### src/rtl/pipelined_adder.sv
// Pipelined adder/subtractor with a valid/ready stream on each side.
// Each stage ripples one CHUNK-bit slice and hands its carry to the next stage.
module pipelined_adder #(
  parameter int WIDTH  = 8,
  parameter int STAGES = 2
) (
  input  logic             clk,
  input  logic             rst,
  input  logic             s_valid,
  output logic             s_ready,
  input  logic [WIDTH-1:0] s_a,
  input  logic [WIDTH-1:0] s_b,
  input  logic             s_ci,
  input  logic             s_sub,
  output logic             m_valid,
  input  logic             m_ready,
  output logic [WIDTH-1:0] m_sum,
  output logic             m_co,
  output logic             m_ovf
);

  localparam int CHUNK = WIDTH / STAGES;

  logic             w_advance;

  // Stage-boundary buses: index k carries the inputs seen by stage k.
  logic             w_vld [STAGES];
  logic [WIDTH-1:0] w_a   [STAGES];
  logic [WIDTH-1:0] w_b   [STAGES];
  logic [WIDTH-1:0] w_sum [STAGES];
  logic             w_cy  [STAGES];

  assign w_advance = !m_valid || m_ready;
  assign s_ready   = w_advance;

  assign w_vld[0] = s_valid & w_advance;
  assign w_a[0]   = s_a;
  assign w_b[0]   = s_sub ? ~s_b : s_b;
  assign w_cy[0]  = s_sub ? 1'b1 : s_ci;
  assign w_sum[0] = '0;

  for (genvar k = 0; k < STAGES; k++) begin : g_stage
    logic [CHUNK:0]   w_chunk;
    logic [WIDTH-1:0] w_sum_next;

    assign w_chunk = {1'b0, w_a[k][k*CHUNK +: CHUNK]}
                   + {1'b0, w_b[k][k*CHUNK +: CHUNK]}
                   + {{CHUNK{1'b0}}, w_cy[k]};

    always_comb begin
      w_sum_next = w_sum[k];
      w_sum_next[k*CHUNK +: CHUNK] = w_chunk[CHUNK-1:0];
    end

    if (k == STAGES - 1) begin : g_out
      always_ff @(posedge clk) begin
        if (rst) begin
          m_valid <= 1'b0;
          m_sum   <= '0;
          m_co    <= 1'b0;
          m_ovf   <= 1'b0;
        end else if (w_advance) begin
          m_valid <= w_vld[k];
          m_sum   <= w_sum_next;
          m_co    <= w_chunk[CHUNK];
          m_ovf   <= (w_a[k][WIDTH-1] == w_b[k][WIDTH-1]) &&
                     (w_sum_next[WIDTH-1] != w_a[k][WIDTH-1]);
        end
      end
    end else begin : g_mid
      logic             r_vld;
      logic             r_cy;
      logic [WIDTH-1:0] r_a;
      logic [WIDTH-1:0] r_b;
      logic [WIDTH-1:0] r_sum;

      // NOTE: data registers are reset as well as the valid bit so that bubbles
      // never shift X into the registered outputs.
      always_ff @(posedge clk) begin
        if (rst) begin
          r_vld <= 1'b0;
          r_cy  <= 1'b0;
          r_a   <= '0;
          r_b   <= '0;
          r_sum <= '0;
        end else if (w_advance) begin
          r_vld <= w_vld[k];
          r_cy  <= w_chunk[CHUNK];
          r_a   <= w_a[k];
          r_b   <= w_b[k];
          r_sum <= w_sum_next;
        end
      end

      assign w_vld[k+1] = r_vld;
      assign w_cy[k+1]  = r_cy;
      assign w_a[k+1]   = r_a;
      assign w_b[k+1]   = r_b;
      assign w_sum[k+1] = r_sum;
    end
  end

endmodule
### config.mk
export PLATFORM = sky130hd
export DESIGN_NAME = pipelined_adder
export DESIGN_NICKNAME = d
export VERILOG_FILES = /design/src/rtl/pipelined_adder.sv
export SDC_FILE = /design/constraint.sdc
export NUM_CORES = 1
export LEC_CHECK = 0
export CORE_ASPECT_RATIO = 1.25
export CORE_MARGIN = 8
export CORE_UTILIZATION = 35
export CTS_BUF_LIST = sky130_fd_sc_hd__clkbuf_8
export DETAILED_ROUTE_END_ITERATION = 10
export DONT_BUFFER_PORTS = 1
export PLACE_DENSITY = 0.53
export SYNTH_ARGS = -nofsm -noshare
export SYNTH_HDL_FRONTEND = slang
export SYNTH_SLANG_ARGS = --single-unit
### constraint.sdc
create_clock -name clk -period 6.7 [get_ports clk]
set_input_delay 1.675 -clock clk [delete_from_list [all_inputs] [get_ports clk]]
set_output_delay 1.675 -clock clk [all_outputs]
set_load 0.1 [all_outputs]
==> summary.txt <==
Run status
  • Status: finished clean

Drt
  • Initial DRC count: 35
  • Pre-antenna DRT Iters: 4
  • ANT nets after route: 0
  • DRC: 0
  • Vias per inst: 5.34
  • Drt total wl: about 2.6 mm
  • Routed length per instance: ~15 um
  • DR vias: slightly above 900

Layout
  • Syn-to-layout area delta: 3.79%
  • Storage element area: approximately 500 um2
  • Multi-input logic area: a little under 700 um2
  • Share of layout cells above drive strength 1: between 5 and 6%
  • Most frequent cells in the layout: 27 x nand2_1, 25 x dfxtp_1, 15 x a21oi_1
  • Final #Nets: between 150 and 200
  • # diodes: 0
  • # fillers: around 370
  • Commonest non-fill, non-tap cell in the layout: nand2_1

Yosys
  • Compound-Gate Fraction of Synth Area: between 15 and 20%
  • Cell count after synthesis: between 100 and 150
  • Flops & latches, synth: 25
  • Synth Area in Adders: between 10% and 20%
  • Syn nets: between 150 and 200
  • Xor/xnor share of the synthesized area: 6.99%
  • Multiplexer share of the synthesized area: 0%
  • Synthesized area: roughly 0.0013 mm2
  • Synthesized area per cell: between 8 and 9 um2
  • Largest family of logic cells by synthesized area: simple AND/OR/NAND/NOR gates
  • Register area share after synthesis: 39.9%
  • Count of cell types in the netlist: 27
  • Simple-gate share of the synthesized area: between 10% and 20%
  • Ys Warns: 0

Worst setup path
  • Data required, critical path: just over 5000 ps
  • Startpoint types: input port
  • Worst-path cell chain: nor2b_4 > inv_2
  • Max incr delay on CP: roughly 520 ps
  • Critical path's top delay family: buffers and inverters
  • Crit. End Element: output pin
  • Crit path DAT: approximately 2700 ps
  • WP buf/inv: 1
  • Slowest cell on the critical path: inv_2
  • Setup Crit Path Kind: in2out
  • Critical path peak fanout: 28
  • Crit path from: m_ready
  • Reg2Reg Launch Point: m_valid

Power and ir drop
  • Sw Pwr: ~0.00013 W
  • Register share of total power: 61.5%
  • Comb pwr share: ~14%
  • VDD IR max: 0.000117 V
  • P per Cell Area: between 200 and 300 mW/mm2
  • P_leak: 0.519 nW
  • Switching part of the total power: 36.7%
  • Internal power: between 0.0002 and 0.00025 W
  • Clock power share: between 20% and 30%

Clock tree
  • CTS Hold Bufs: 0
  • Worst-path clk slew: 80 ps
  • Worst skew pair latency: ~270 ps
  • Total CTS buffers: 3
  • H-Tree Level Count: 1
  • CTS tree: built
  • CTS Root Cell: clkbuf_8
  • Clock Sinks: 25
  • Setup bufs post-CTS: 0
  • Clock Tree Buf Depth: 2
  • CTS resizes: 0

GRT
  • Vias in the first global route: approximately 960
  • Pin count of the biggest net entering global routing: 32
  • First-pass GRT wire length: between 4 and 5 mm
  • Initial antenna violation count: 0
  • Remaining Overflow, GRT: 0
  • Overall routing resource usage: 8.87%

STA
  • Worst-Margin Slew: around 980 ps
  • Clk_skew: roughly 1.1 ps
  • Slew headroom: between 30% and 40%
  • Fin. Hold Viols: 0
  • Hold Slack: about 450 ps
  • Fin. max-slew vios: 0
  • Final setup viols: 0
  • Tcrit/Tclk final: about two thirds
  • RSZ-0062 raised after global routing: no
  • Fin crit period: about 4400 ps
  • Setup_tns: 0 ps
  • Fmax: 229 MHz

Floorplanning
  • Area of the core: approximately 0.0035 mm2
  • Initial Utilization: roughly 36%
  • Io pins: 34
  • Number of core rows: 24
  • Die area: 0.00577 mm2
  • Die height: 82.9 um
  • Die Wd: just under 70 um

Placement
  • Dpl hpwl: 1.93 mm
  • Placer Congestion: 0.744
  • Buffers added on ports: 0

Job
  • Max cap viols: 0

Hold path
  • Hold path startpoint: g_stage[0].g_mid.r_sum[0]
  • Hold crit path type: reg2reg
## flip-flops by register name, summed over array words and instances (netlist names)
| signal | cells |
|---|---|
| g_stage.g_mid.r_b | 4 |
| m_co | 1 |
| m_ovf | 1 |
| g_stage.g_mid.r_a | 4 |
| g_stage.g_mid.r_cy | 1 |
| g_stage.g_mid.r_vld | 1 |
| m_sum | 8 |
| m_valid | 1 |
| g_stage.g_mid.r_sum | 4 |
## metal layers
layer	vias up	global-route usage [%]	routed length, um
met5	-	0	0
met3	4	2.86	160
met4	0	5.61	62
met1	435	9.15	1140
li1	468	-	-
met2	27	15.0	1230
## per-stage QoR
stage | utilization (%) | setup WS, ps | std cells | total power [W] | cell area [um2]
floorplan | - | 2600 | 141 | 0.000273 | 1250
global placement | 36.4 | 2360 | 171 | 0.000279 | 1260
detailed placement | 36.4 | 2320 | 171 | 0.000281 | 1260
CTS | 37.7 | 2320 | 175 | 0.000368 | 1300
global route | 37.7 | 2260 | 175 | 0.000384 | 1300
finish | 37.7 | 2330 | 175 | 0.000365 | 1300
## final timing paths
path / cells past startpoint / end / slack (ps)
max reg2reg: 4 / g_stage[0].g_mid.r_sum[2] / 4080
min: 2 / g_stage[0].g_mid.r_sum[0] / 450
min reg2reg: 2 / g_stage[0].g_mid.r_sum[0] / 450
max: 2 / s_ready / 2330
## cells in the mapped netlist
master,n,share of area [%]
xnor2_1,5,3.5
dfxtp_1,25,40
nand2_1,27,8.1
nand4_1,1,0.50
a2111o_1,3,2.7
nand3b_1,4,2.4
or4b_1,1,0.80
fa_1,4,6.4
ha_1,6,6.0
inv_1,3,0.90
o211ai_2,1,1.0
or2_2,2,1.0
buf_6,1,0.90
o21ai_0,1,0.40
a21o_1,1,0.60
nor2b_1,2,1.0
a211oi_1,8,4.8
nor2b_4,1,1.1
xor2_1,5,3.5
clkbuf_1,4,1.2
o211ai_1,1,0.60
buf_2,4,1.6
inv_2,1,0.30
nor2_1,11,3.3
a21oi_1,15,6.0
nor3_1,1,0.40
nand3_1,3,1.2
## power groups by stage
| stage | clock network (W) | registers [W] | logic [W] |
|---|---|---|---|
| after floorplan | 0 | 0.000225 | 0.0000483 |
| after global placement | 0 | 0.000228 | 0.0000513 |
| after detailed placement | 0 | 0.000229 | 0.0000528 |
| after CTS | 0.0000889 | 0.000225 | 0.0000535 |
| after global routing | 0.0000964 | 0.000227 | 0.0000605 |
| final | 0.0000878 | 0.000224 | 0.0000525 |
## worst min-delay path, stage by stage, from the launching register on
cell and delay [ps]:
dfxtp_1 320, nand2_1 50, a21oi_1 50
## kinds of logic (layout without fill, tap and decap cells)
kind of cell             count (synthesis)  count (layout)
adder cells (fa/ha/maj)                 10              10
flip-flops                              25              25
XOR/XNOR                                10              10
AND/OR/NAND/NOR                         53              53
buffers and inverters                   13               8
AO/OA/AOI/OAI                           30              30
## area by class of cell
type | count | area share, %
flip-flops and latches | 25 | 38.5
clock buffers | 3 | 3.17
well taps | 39 | 3.75
clock inverters | 1 | 0.288
multi-input cells | 103 | 53.2
inverters | 4 | 1.15
Note: power is estimated with default switching activity, not from simulation.
